===== src/rtl/demux_pkg.sv =====
// Shared types, default constants and the word-ratio helper for the lane demux.
package demux_pkg;

   typedef enum logic [1:0] {
      S_IDLE   = 2'd0,
      S_FILL   = 2'd1,
      S_STREAM = 2'd2
   } demux_state_t;

   localparam int DEMUX_LANES    = 4;
   localparam int DEMUX_LANE_W   = 8;
   localparam int DEMUX_IN_W     = 16;
   localparam int DEMUX_HOLD_CYC = 8;

   function automatic int demux_ratio(input int lanes,
                                      input int lane_w,
                                      input int in_w);
      return (lanes * lane_w) / in_w;
   endfunction

endpackage


===== src/rtl/demux_gap_timer.sv =====
// Counts consecutive invalid cycles; expire fires combinationally on the
// HOLD_CYC-th one so the caller can act on that same edge.
module demux_gap_timer #(
   parameter int HOLD_CYC = 8
) (
   input  logic clk_2f,
   input  logic reset,
   input  logic valid_in,
   input  logic clear,
   output logic expire
);

   localparam int CW = $clog2(HOLD_CYC + 1);

   logic [CW-1:0] cnt_q;
   logic [CW-1:0] cnt_d;

   assign expire = !valid_in && !clear
                && (cnt_q == CW'(HOLD_CYC - 1));

   always_comb begin
      cnt_d = cnt_q;
      if (valid_in || clear || expire) begin
         cnt_d = '0;
      end else begin
         cnt_d = cnt_q + CW'(1);
      end
   end

   always_ff @(posedge clk_2f) begin
      if (reset) begin
         cnt_q <= '0;
      end else begin
         cnt_q <= cnt_d;
      end
   end

endmodule


===== src/rtl/demux_lanes_param.sv =====
// Gathers R input words into one group and presents it on LANES lanes.
// Optional parity output is enabled with DEMUX_LANE_PARITY_EN.
module demux_lanes_param
   import demux_pkg::*;
#(
   parameter int LANES    = DEMUX_LANES,
   parameter int LANE_W   = DEMUX_LANE_W,
   parameter int IN_W     = DEMUX_IN_W,
   parameter int HOLD_CYC = DEMUX_HOLD_CYC
) (
   input  logic                    clk_2f,
   input  logic                    reset,
   input  logic [IN_W-1:0]         data_in,
   input  logic                    valid_in,
   input  logic [LANES-1:0]        lane_en,
   output logic [LANES*LANE_W-1:0] data_out,
   output logic [LANES-1:0]        valid_out,
   output logic                    group_done,
`ifdef DEMUX_LANE_PARITY_EN
   output logic [LANES-1:0]        parity_out,
`endif
   output logic                    frame_err
);

   localparam int R  = demux_ratio(LANES, LANE_W, IN_W);
   localparam int FW = (R > 1) ? $clog2(R) : 1;
   localparam int BW = LANES * LANE_W;

   demux_state_t state_q, state_d;

   logic [FW-1:0]    fill_q, fill_d;
   logic [BW-1:0]    buf_q, buf_d;
   logic [BW-1:0]    dout_q, dout_d;
   logic [LANES-1:0] vout_q, vout_d;
   logic             gd_q, gd_d;
   logic             fe_q, fe_d;
   logic [BW-1:0]    full;
   logic [BW-1:0]    masked;
   logic             last;
   logic             expire;
   logic             t_clear;

   assign t_clear = (state_q == S_IDLE);
   assign last    = (fill_q == FW'(R - 1));

   demux_gap_timer #(
      .HOLD_CYC (HOLD_CYC)
   ) u_gap (
      .clk_2f   (clk_2f),
      .reset    (reset),
      .valid_in (valid_in),
      .clear    (t_clear),
      .expire   (expire)
   );

   // Buffer with the incoming word already placed in its slot
   always_comb begin
      full = buf_q;
      full[int'(fill_q)*IN_W +: IN_W] = data_in;
      masked = '0;
      for (int k = 0; k < LANES; k++) begin
         if (lane_en[k]) begin
            masked[k*LANE_W +: LANE_W] = full[k*LANE_W +: LANE_W];
         end
      end
   end

   always_comb begin
      state_d = state_q;
      fill_d  = fill_q;
      buf_d   = buf_q;
      dout_d  = dout_q;
      vout_d  = vout_q;
      gd_d    = 1'b0;
      fe_d    = 1'b0;
      if (valid_in) begin
         buf_d = full;
         if (last) begin
            fill_d  = '0;
            dout_d  = masked;
            vout_d  = lane_en;
            gd_d    = 1'b1;
            state_d = S_STREAM;
         end else begin
            fill_d = fill_q + FW'(1);
            unique case (state_q)
               S_IDLE:   state_d = S_FILL;
               S_FILL:   state_d = S_FILL;
               S_STREAM: state_d = S_STREAM;
               default:  state_d = S_IDLE;
            endcase
         end
      end else if (expire) begin
         vout_d  = '0;
         fill_d  = '0;
         fe_d    = (fill_q != '0);
         state_d = S_IDLE;
      end
   end

   always_ff @(posedge clk_2f) begin
      if (reset) begin
         state_q <= S_IDLE;
         fill_q  <= '0;
         buf_q   <= '0;
         dout_q  <= '0;
         vout_q  <= '0;
         gd_q    <= 1'b0;
         fe_q    <= 1'b0;
      end else begin
         state_q <= state_d;
         fill_q  <= fill_d;
         buf_q   <= buf_d;
         dout_q  <= dout_d;
         vout_q  <= vout_d;
         gd_q    <= gd_d;
         fe_q    <= fe_d;
      end
   end

   assign data_out   = dout_q;
   assign valid_out  = vout_q;
   assign group_done = gd_q;
   assign frame_err  = fe_q;

`ifdef DEMUX_LANE_PARITY_EN
   logic [LANES-1:0] par_q;
   logic [LANES-1:0] par_d;

   always_comb begin
      par_d = par_q;
      if (valid_in && last) begin
         for (int k = 0; k < LANES; k++) begin
            par_d[k] = ^masked[k*LANE_W +: LANE_W];
         end
      end
   end

   always_ff @(posedge clk_2f) begin
      if (reset) begin
         par_q <= '0;
      end else begin
         par_q <= par_d;
      end
   end

   assign parity_out = par_q;
`endif

endmodule


===== config.mk =====
export PLATFORM = sky130hd
export DESIGN_NAME = demux_lanes_param
export DESIGN_NICKNAME = d
export VERILOG_FILES = /design/src/rtl/demux_pkg.sv /design/src/rtl/demux_gap_timer.sv /design/src/rtl/demux_lanes_param.sv
export SDC_FILE = /design/constraint.sdc
export NUM_CORES = 1
export LEC_CHECK = 0
export CAP_MARGIN = 30
export CORE_MARGIN = 5
export CORE_UTILIZATION = 41
export CTS_BUF_LIST = sky130_fd_sc_hd__clkbuf_8
export CTS_CLUSTER_DIAMETER = 40
export CTS_CLUSTER_SIZE = 24
export DETAILED_ROUTE_END_ITERATION = 12
export DONT_BUFFER_PORTS = 1
export HOLD_SLACK_MARGIN = 0.12
export PLACE_DENSITY_LB_ADDON = 0.08
export SKIP_LAST_GASP = 1
export SLEW_MARGIN = 15
export SYNTH_ARGS = -nofsm -noshare
export SYNTH_HDL_FRONTEND = slang
export SYNTH_SLANG_ARGS = --single-unit

===== constraint.sdc =====
create_clock -name clk_2f -period 1.4 [get_ports clk_2f]
set_clock_uncertainty 0.1 [all_clocks]
set_input_delay 0.07 -clock clk_2f [delete_from_list [all_inputs] [get_ports clk_2f]]
set_output_delay 0.07 -clock clk_2f [all_outputs]
set_load 0.01 [all_outputs]

# == Yosys cells after proc, flatten, opt, wreduce, memory -nomap -nowiden ==
# Index checks and enable logic that the tools add are counted.
# word_totals
regBits,77
input_bits,23
word_cells,49
# op_classes
addsub,3
eq_ne,4
shift,2
mux,16
bitwise,2
n_reduce_logical,14
# ops
operator,n
$neg A5 Y33,1
$shift A16 B33 Y32 const A,1
$shiftx A16 B33 Y32,1
$bwmux W32,1
$mux W8,4
$mux W4,3
$mux W2,3
$reduce_or A2 Y1,3
$add A4 B1 Y4 const B,1
$eq A4 B3 Y1 const B,1
$mux W1,4
$pmux W2 S2,1
$reduce_and A2 Y1,2
$reduce_or A3 Y1,1
$eq A2 B1 Y1 const B,1
$eq A2 B2 Y1 const B,1
$logic_and A1 B1 Y1,2
$logic_not A1 Y1,2
$logic_not A2 Y1,1
$logic_or A1 B1 Y1,2
$ne A2 B1 Y1 const B,1
$not A1 Y1,2
$reduce_bool A2 Y1,1
$add A1 B1 Y1 const B,1

# == Longest topological paths before layout ==
# Gate-level depths: netlist of run 1.
# depth
word_depth,6
depth_mapped,5

# == Hierarchy ==
# Synthesis of run 1 repeated with hierarchy kept, for this count alone.
# hier_totals
hier_cells,272
area_unflattened_um2,2275.9
# modules_own_cells
module,n_inst,cells_each,area_per_inst_um2,seq_area_each_um2
demux_lanes_param,1,256,2112.0,1141.1
demux_gap_timer,1,16,163.9,80.1

# == Least setup slack after synthesis of run 1 ==
# No wires, ideal clock.
# synth_timing
kind,reg-to-reg
from,register u_gap.cnt_q[0]
to,"register vout_q[3], in the netlist valid_out[3]"
t_arrival_ps,1083
path_slack_ps,85
path_stages_with_launch,5
path_buffers,0
path_cell_list,dfxtp_1 ha_1 nand3b_1 o311ai_0 a21oi_1
# synth_via
elab_chain_len,4
# synth_rtl
item,line,rtl
"start, declared",demux_gap_timer.sv:15,logic [CW-1:0] cnt_q;
"start signal, assigned",demux_gap_timer.sv:34,cnt_q <= cnt_d;
$eq A4 B3 Y1,demux_gap_timer.sv:19,&& (cnt_q == CW'(HOLD_CYC - 1));
$logic_and A1 B1 Y1,demux_gap_timer.sv:19,
$reduce_bool A2 Y1 (no line),-,
$reduce_and A2 Y1 (no line),-,
"end signal, assigned",demux_lanes_param.sv:115,vout_q <= vout_d;
"end, declared",demux_lanes_param.sv:34,"logic [LANES-1:0] vout_q, vout_d;"
# No other way between the ends.
# A chain may end at the register's enable or synchronous reset.

# == Final worst setup path of run 1 ==
# layout_timing
from,register u_gap.cnt_q[0]
to,"register fe_q, in the netlist frame_err"
# layout_via
elab_chain_len,4
# layout_rtl
item,line,rtl
$eq A4 B3 Y1,demux_gap_timer.sv:19,
$logic_and A1 B1 Y1,demux_gap_timer.sv:19,
$not A1 Y1 (no line),-,
$reduce_or A3 Y1 (no line),-,
"end signal, assigned",demux_lanes_param.sv:109,fe_q <= 1'b0;
"end signal, assigned",demux_lanes_param.sv:117,fe_q <= fe_d;
"end, declared",demux_lanes_param.sv:36,"logic fe_q, fe_d;"
# No other way between the ends.

==> impl_metrics.csv, run 1 <==
group,metric,value,unit
floorplan,fp.dieH,89.15,um
floorplan,dieArea,0.007948,mm2
clock_tree,cts_inserted_buffers,9,
floorplan,row_count,28,
job,max_cap_violations,0,
power_and_ir_drop,seqPwrFrac,54.4,%
sta,finalSetupViolations,0,
synthesis,ys_ff_latch,61,
sta,timing.fmax,738.4,MHz
synthesis,syn_avg_cell_area,9.375,um2
place,dp_hpwl,3779,um
finish,layout.nets,291,
power_and_ir_drop,internal-power,2.584,mW
worst_hold_path,hp-class,"in2reg",
power_and_ir_drop,power_frac_comb,6.1,%
place,dpl_worst_slack,-0.006402,ns
sta,worst_slew_pin_slew,0.5781,ns
run_status,status,"finished with violations",
synthesis,syn_inst,274,
floorplan,die_x,89.15,um
setup_path,r2r_end,"frame_err",
clock_tree,clockRootBuffer,"clkbuf_8",
routing,vias_per_cell,5.049,
sta,rsz0062_at_grt,"yes",
finish,synthToLayoutAreaGrowth,8.524,%
synthesis,ys_types,28,
global_routing,overflow,0,
floorplan,core-area,0.005991,mm2
setup_path,startpoint,"u_gap.cnt_q[0]",
sta,tns,0,ns
sta,hold_viol,61,
power_and_ir_drop,p_switching,0.8013,mW
place,finalWeightedCongestion,0.7328,
sta,drv_slew,0,
routing,first_iter_violations,96,
sta,hold_slack,-0.2901,ns
global_routing,grt_max_degree,60,
setup_path,crit_path_top_delay_cell,"dfxtp_4",
setup_path,rrSetupSlack,0.05,ns
synthesis,yosysTopAreaCellShare,47.54,%
routing,postRouteAntennaNets,0,
setup_path,crit_end,"frame_err",
routing,first_pass_iters,4,
power_and_ir_drop,power_density,1214,mW/mm2
synthesis,syn-num-nets,298,
floorplan,initial_core_util,42.88,%
clock_tree,cts_tree,"built",
synthesis,syn-cell-area,0.002569,mm2
finish,n_antenna_cell,0,
clock_tree,cts_sinks,61,
sta,finalCriticalPeriod,1.354,ns
routing,drc,0,
setup_path,worstPathRequired,1.56,ns
global_routing,grt_pass1_vias,1790,
setup_path,critical_path.cell_chain,"ha_4 -> nand3b_1 -> buf_6 -> nor3_4 -> and3b_1",
setup_path,r2r-start,"u_gap.cnt_q[0]",
sta,setup_ws,0.04568,ns
synthesis,synth_top_area_cell,"dfxtp_1",
setup_path,endpoint_kind,"flop",
setup_path,crit_path_start_kind,"flop",
power_and_ir_drop,clkPwrFrac,39.6,%
place,dp.cells,331,
run_status,violations,"hold timing",
synthesis,ys_warn_count,0,
routing,num_vias,1742,
setup_path,crit_type,"reg2reg",
routing,wire_per_inst,16.16,um
power_and_ir_drop,irDropWorstVdd,0.0006926,V
synthesis,yosys-top-cells-area,"dfxtp_1 (48%), nand3_2 (12%), a21oi_2 (10%)",
global_routing,track_usage,15.02,%
clock_tree,clock_latency,0.32,ns
finish,finalNonFillerCells,345,
setup_path,cp_data_arrival_time,1.51,ns
power_and_ir_drop,swShare,23.67,%
global_routing,antenna_found_initial,0,
clock_tree,clock_path_buffers,2,
power_and_ir_drop,p_leak,0.8679,nW
clock_tree,htreeDepth,3,
setup_path,r2r_cells,5,
setup_path,cp_slowest_stage_delay,0.36,ns
setup_path,cp_max_fo,5,
sta,fin_crit_sh,96.74,%
sta,slew-limit-headroom,61.32,%
floorplan,io_pins,61,
global_routing,grt_pass1_wl,9094,um
place,io_buffers,0,
finish,drive_gt1_share,33.70,%
synthesis,ys_seq_area_share,47.54,%
clock_tree,clkSlewWorstSetupHoldPaths,0.07,ns
routing,routed_wl,5576,um
[timing repair]
item	in CTS	in global routing
resized for setup	1	13
endpoints found under the hold margin	61	61
setup endpoints to repair	1	6
setup buffers	0	0
[worst max-delay path: cells and delay by family, from the launching register on]
kind | cells | cell delay (ns)
fa+ha+maj | 1 | 0.13
flops | 1 | 0.36
buf+inv | 1 | 0.21
simple gates | 3 | 0.49
[kinds of logic (layout without fill, tap and decap cells)]
kind of cell | after synthesis | after routing | synth area share (%)
xor+xnor | 1 | 1 | 0.3410
fa+ha+maj | 1 | 1 | 0.4870
compound gates | 60 | 60 | 16.85
simple gates | 123 | 123 | 27.33
mux | 1 | 1 | 0.3897
buf+inv | 27 | 23 | 7.062
flops | 61 | 61 | 47.54
[cell usage after synthesis]
library cell / count
or3_4: 1
a21oi_2: 30
o22ai_1: 1
buf_6: 3
o21ai_0: 1
nand2b_1: 1
buf_2: 13
xnor2_1: 1
nor2_1: 7
and3b_1: 1
dfxtp_1: 61
buf_8: 3
mux2i_1: 1
nand3b_1: 2
nor3b_2: 1
clkbuf_1: 6
nand3_2: 30
ha_1: 1
o311ai_0: 4
and2_1: 1
nand3_1: 3
nor3_1: 2
a21oi_1: 23
nand2_1: 70
a2bb2oi_1: 1
nor2b_1: 3
buf_4: 2
or3b_1: 1
[layout by cell type (no fill, tap or decap)]
cell type and instances:
nand2_1 70, dfxtp_1 59, nand3_2 30, a21oi_2 30
a21oi_1 23, clkbuf_8 11, nor2_1 7, buf_4 6
nor2b_1 3, nand3_1 3, nand3b_1 2, o311ai_2 2
o311ai_1 2, clkinv_2 2, buf_12 2, and2_2 1
nand2b_1 1, a2bb2oi_1 1, or3_4 1, xnor2_1 1
nor3b_2 1, nor3_1 1, o21ai_0 1, or3b_1 1
nor3_4 1, o22ai_1 1, and3b_1 1, mux2i_1 1
ha_4 1, inv_1 1, buf_6 1, dfxtp_4 1
dfxtp_2 1
[final cells by class]
| cell class | count | area (um2) |
|---|---|---|
| repair buffers | 9 | 96.34 |
| fillers | 585 | 3203 |
| well taps | 75 | 93.84 |
| clock buffers | 11 | 151.4 |
| flip-flops and latches | 61 | 1226 |
| multi-input cells | 186 | 1206 |
| clock inverters | 3 | 13.76 |
[power groups by stage]
stage,Combinational (mW),Clock (mW),Sequential [mW]
after floorplan,0.232,0,1.87
final,0.206,1.34,1.84
after CTS,0.202,1.39,1.84
after global routing,0.231,1.48,1.85
after detailed placement,0.201,0,1.88
after global placement,0.200,0,1.88
[state kept, by name, indices dropped and copies added (netlist names)]
signal,count
data_out,32
fill_q,1
buf_q,16
valid_out,4
state_q,2
frame_err,1
u_gap.cnt_q,4
group_done,1
[stage by stage]
stage	util, %	instance area, um2	total power, mW
after floorplan	-	2569	2.102
after global placement	42.98	2575	2.079
after detailed placement	42.98	2575	2.081
after CTS	45.82	2745	3.433
after global routing	46.53	2788	3.556
final	46.53	2788	3.385
[layer usage]
layer,up-vias,track usage (%),part of all wire [%]
met2,40,21.50,43
met5,-,0,0
met3,5,6.636,8.6
met1,798,19.90,47
li1,899,-,-
met4,0,5.683,0.56
[worst min path at each step]
stage	endpoint	slack, ns	depth (start not counted)	start
floorplan	buf_q[6]	0.11	2	data_in[6]
finish	data_out[11]	-0.29	1	reset
detailed placement	data_out[16]	0.05	1	reset
global placement	data_out[16]	0.04	1	reset
global route	data_out[9]	-0.32	1	reset
CTS	data_out[11]	-0.31	1	reset
(Power assumes the default switching activity.)
==> inputs of run 2 (changes only) <==
--- a/config.mk
+++ b/config.mk
@@ -7,7 +7,7 @@
 export LEC_CHECK = 0
 export CAP_MARGIN = 30
 export CORE_MARGIN = 5
-export CORE_UTILIZATION = 41
+export CORE_UTILIZATION = 60
 export CTS_BUF_LIST = sky130_fd_sc_hd__clkbuf_8
 export CTS_CLUSTER_DIAMETER = 40
 export CTS_CLUSTER_SIZE = 24
==> constraint.sdc (replaced) <==
create_clock -name clk_2f -period 1.4 [get_ports clk_2f]
set_clock_uncertainty 0.1 [all_clocks]
set_input_delay 0.21 -clock clk_2f [delete_from_list [all_inputs] [get_ports clk_2f]]
set_output_delay 0.21 -clock clk_2f [all_outputs]
set_load 0.01 [all_outputs]
==> run 2 against run 1 <==
Compared with the run above:
- the run still ends with hold timing left
- non-clock buffer count is 2 higher
- global-route usage is 4.5 points higher
- clock power is 11% higher
- combinational power hardly changed
- critical path type unchanged
- highest routed layer unchanged
==> impl_metrics.csv, run 2 (synthesis gave the netlist of run 1 again) <==
group,metric,value,unit
run_status,status,"finished with violations",
run_status,violations,"hold timing",
power_and_ir_drop,p_leak,0.8770,nW
clock_tree,htreeDepth,3,
sta,finalSetupViolations,0,
clock_tree,cts_sinks,61,
global_routing,grt_max_degree,60,
setup_path,r2r_end,"frame_err",
routing,num_vias,1818,
clock_tree,cts.hold.buffers_added,1,
floorplan,row_count,23,
finish,final_common_cell,"nand2_1",
sta,hold_slack,-0.1520,ns
floorplan,dieArea,0.005690,mm2
setup_path,r2r-start,"u_gap.cnt_q[0]",
sta,fin_crit_sh,96.48,%
place,dp_hpwl,3519,um
routing,drc,0,
sta,hold_viol,56,
sta,tns,0,ns
finish,largest_reg_flops,32,
place,finalWeightedCongestion,0.7723,
sta,setup_ws,0.04922,ns
floorplan,io_pins,61,
power_and_ir_drop,total_power,3.534,mW
floorplan,initial_core_util,62.86,%
global_routing,grt_pass1_vias,1787,
setup_path,crit_type,"reg2reg",
finish,drive_gt1_share,32.48,%
clock_tree,cts_tree,"built",
place,dpl_worst_slack,0.007697,ns
finish,fill_cells,348,
routing,wire_per_inst,15.77,um
routing,first_pass_iters,4,
global_routing,antenna_found_initial,0,
finish,stdcell_area,0.002748,mm2
routing,vias_per_cell,5.611,
clock_tree,cts_inserted_buffers,9,
sta,worst_slew_pin_slew,0.3861,ns
clock_tree,clock_path_buffers,2,
worst_hold_path,worst_hold_startpoint,"reset",
worst_hold_path,whs_endpoint,"data_out[16]",
finish,synthToLayoutAreaGrowth,6.966,%
power_and_ir_drop,irDropWorstVdd,0.0007983,V
floorplan,fp.dieH,75.43,um
setup_path,cp_data_arrival_time,1.52,ns
setup_path,critical_path.cell_chain,"ha_1 -> nand3b_1 -> buf_4 -> nor3_2 -> and3b_1",
floorplan,core-area,0.004086,mm2
finish,layout.nets,293,
setup_path,r2r_cells,5,
worst_hold_path,hp-class,"in2reg",
routing,routed_wl,5111,um
routing,first_iter_violations,70,
setup_path,cp_max_fo,5,
sta,timing.fmax,740.3,MHz
setup_path,crit_path_top_delay_cell,"dfxtp_2",
sta,rsz0062_at_grt,"yes",
setup_path,rrSetupSlack,0.05,ns
worst_hold_path,min_path_cells,1,
setup_path,crit_path_start_kind,"flop",
floorplan,die_x,75.43,um
sta,drv_slew,0,
finish,n_antenna_cell,0,
clock_tree,clockRootBuffer,"clkbuf_8",
setup_path,worstPathRequired,1.57,ns
job,max_cap_violations,0,
routing,postRouteAntennaNets,0,
sta,slew-limit-headroom,74.17,%
global_routing,grt_pass1_wl,8418,um
finish,final_util,67.24,%
place,io_buffers,0,
finish,layout_common_cells,"nand2_1 (70), dfxtp_1 (60), nand3_2 (30), a21oi_2 (30), a21oi_1 (23)",
setup_path,cp_slowest_stage_delay,0.34,ns
finish,finalNonFillerCells,324,
global_routing,track_usage,19.54,%
place,placed_area,0.002539,mm2
sta,finalCriticalPeriod,1.351,ns
power_and_ir_drop,power_density,1286,mW/mm2
clock_tree,clock_latency,0.33,ns
clock_tree,clkSlewWorstSetupHoldPaths,0.06,ns
global_routing,overflow,0,
setup_path,endpoint_kind,"flop",
place,dp.cells,307,
run 2: worst max-delay path: cells and delay by family (launching register included):
kind / cells / cell delay (ns)
adder cells (fa/ha/maj): 1 / 0.17
buffers and inverters: 1 / 0.20
flip-flops: 1 / 0.34
AND/OR/NAND/NOR: 3 / 0.48
run 2: report_power, final:
part	internal, mW	leakage [nW]	switching, mW
Combinational	0.0838	0.276	0.119
Sequential	1.79	0.496	0.0477
Clock	0.851	0.105	0.639
run 2: layout make-up:
cell class	instances	area (um2)	share of cell area (%)
Multi-Input combinational cell	186	1172	42.67
Clock inverter	6	55.05	2.004
Sequential cell	61	1222	44.49
Clock buffer	10	137.6	5.009
Tap cell	50	62.56	2.277
Timing Repair Buffer	11	97.59	3.552
run 2: worst max-delay path by stage:
stage | start | endpoint | slack, ns
4_1_cts | u_gap.cnt_q[0] | valid_out[3] | 0.02
6_report | u_gap.cnt_q[0] | frame_err | 0.05
3_5_place_dp | u_gap.cnt_q[0] | frame_err | 0.008
2_1_floorplan | u_gap.cnt_q[0] | valid_out[3] | 0.08
3_3_place_gp | u_gap.cnt_q[0] | frame_err | 0.07
5_1_grt | u_gap.cnt_q[0] | frame_err | -0.03
run 2: metal layers:
layer  vias to the layer above  track usage [%]  share of wire [%]
li1                        906                -                  -
met1                       849            25.59                 45
met2                        53            27.80                 44
met3                        10            7.652                9.1
met4                         0            10.10                1.7
met5                         -                0                  0
run 2: repair_timing:
action / CTS / global route
cloned: 0 / 0
resized for setup: 1 / 4
setup endpoints to repair: 1 / 6
setup buffers: 0 / 0
endpoints found under the hold margin: 61 / 61
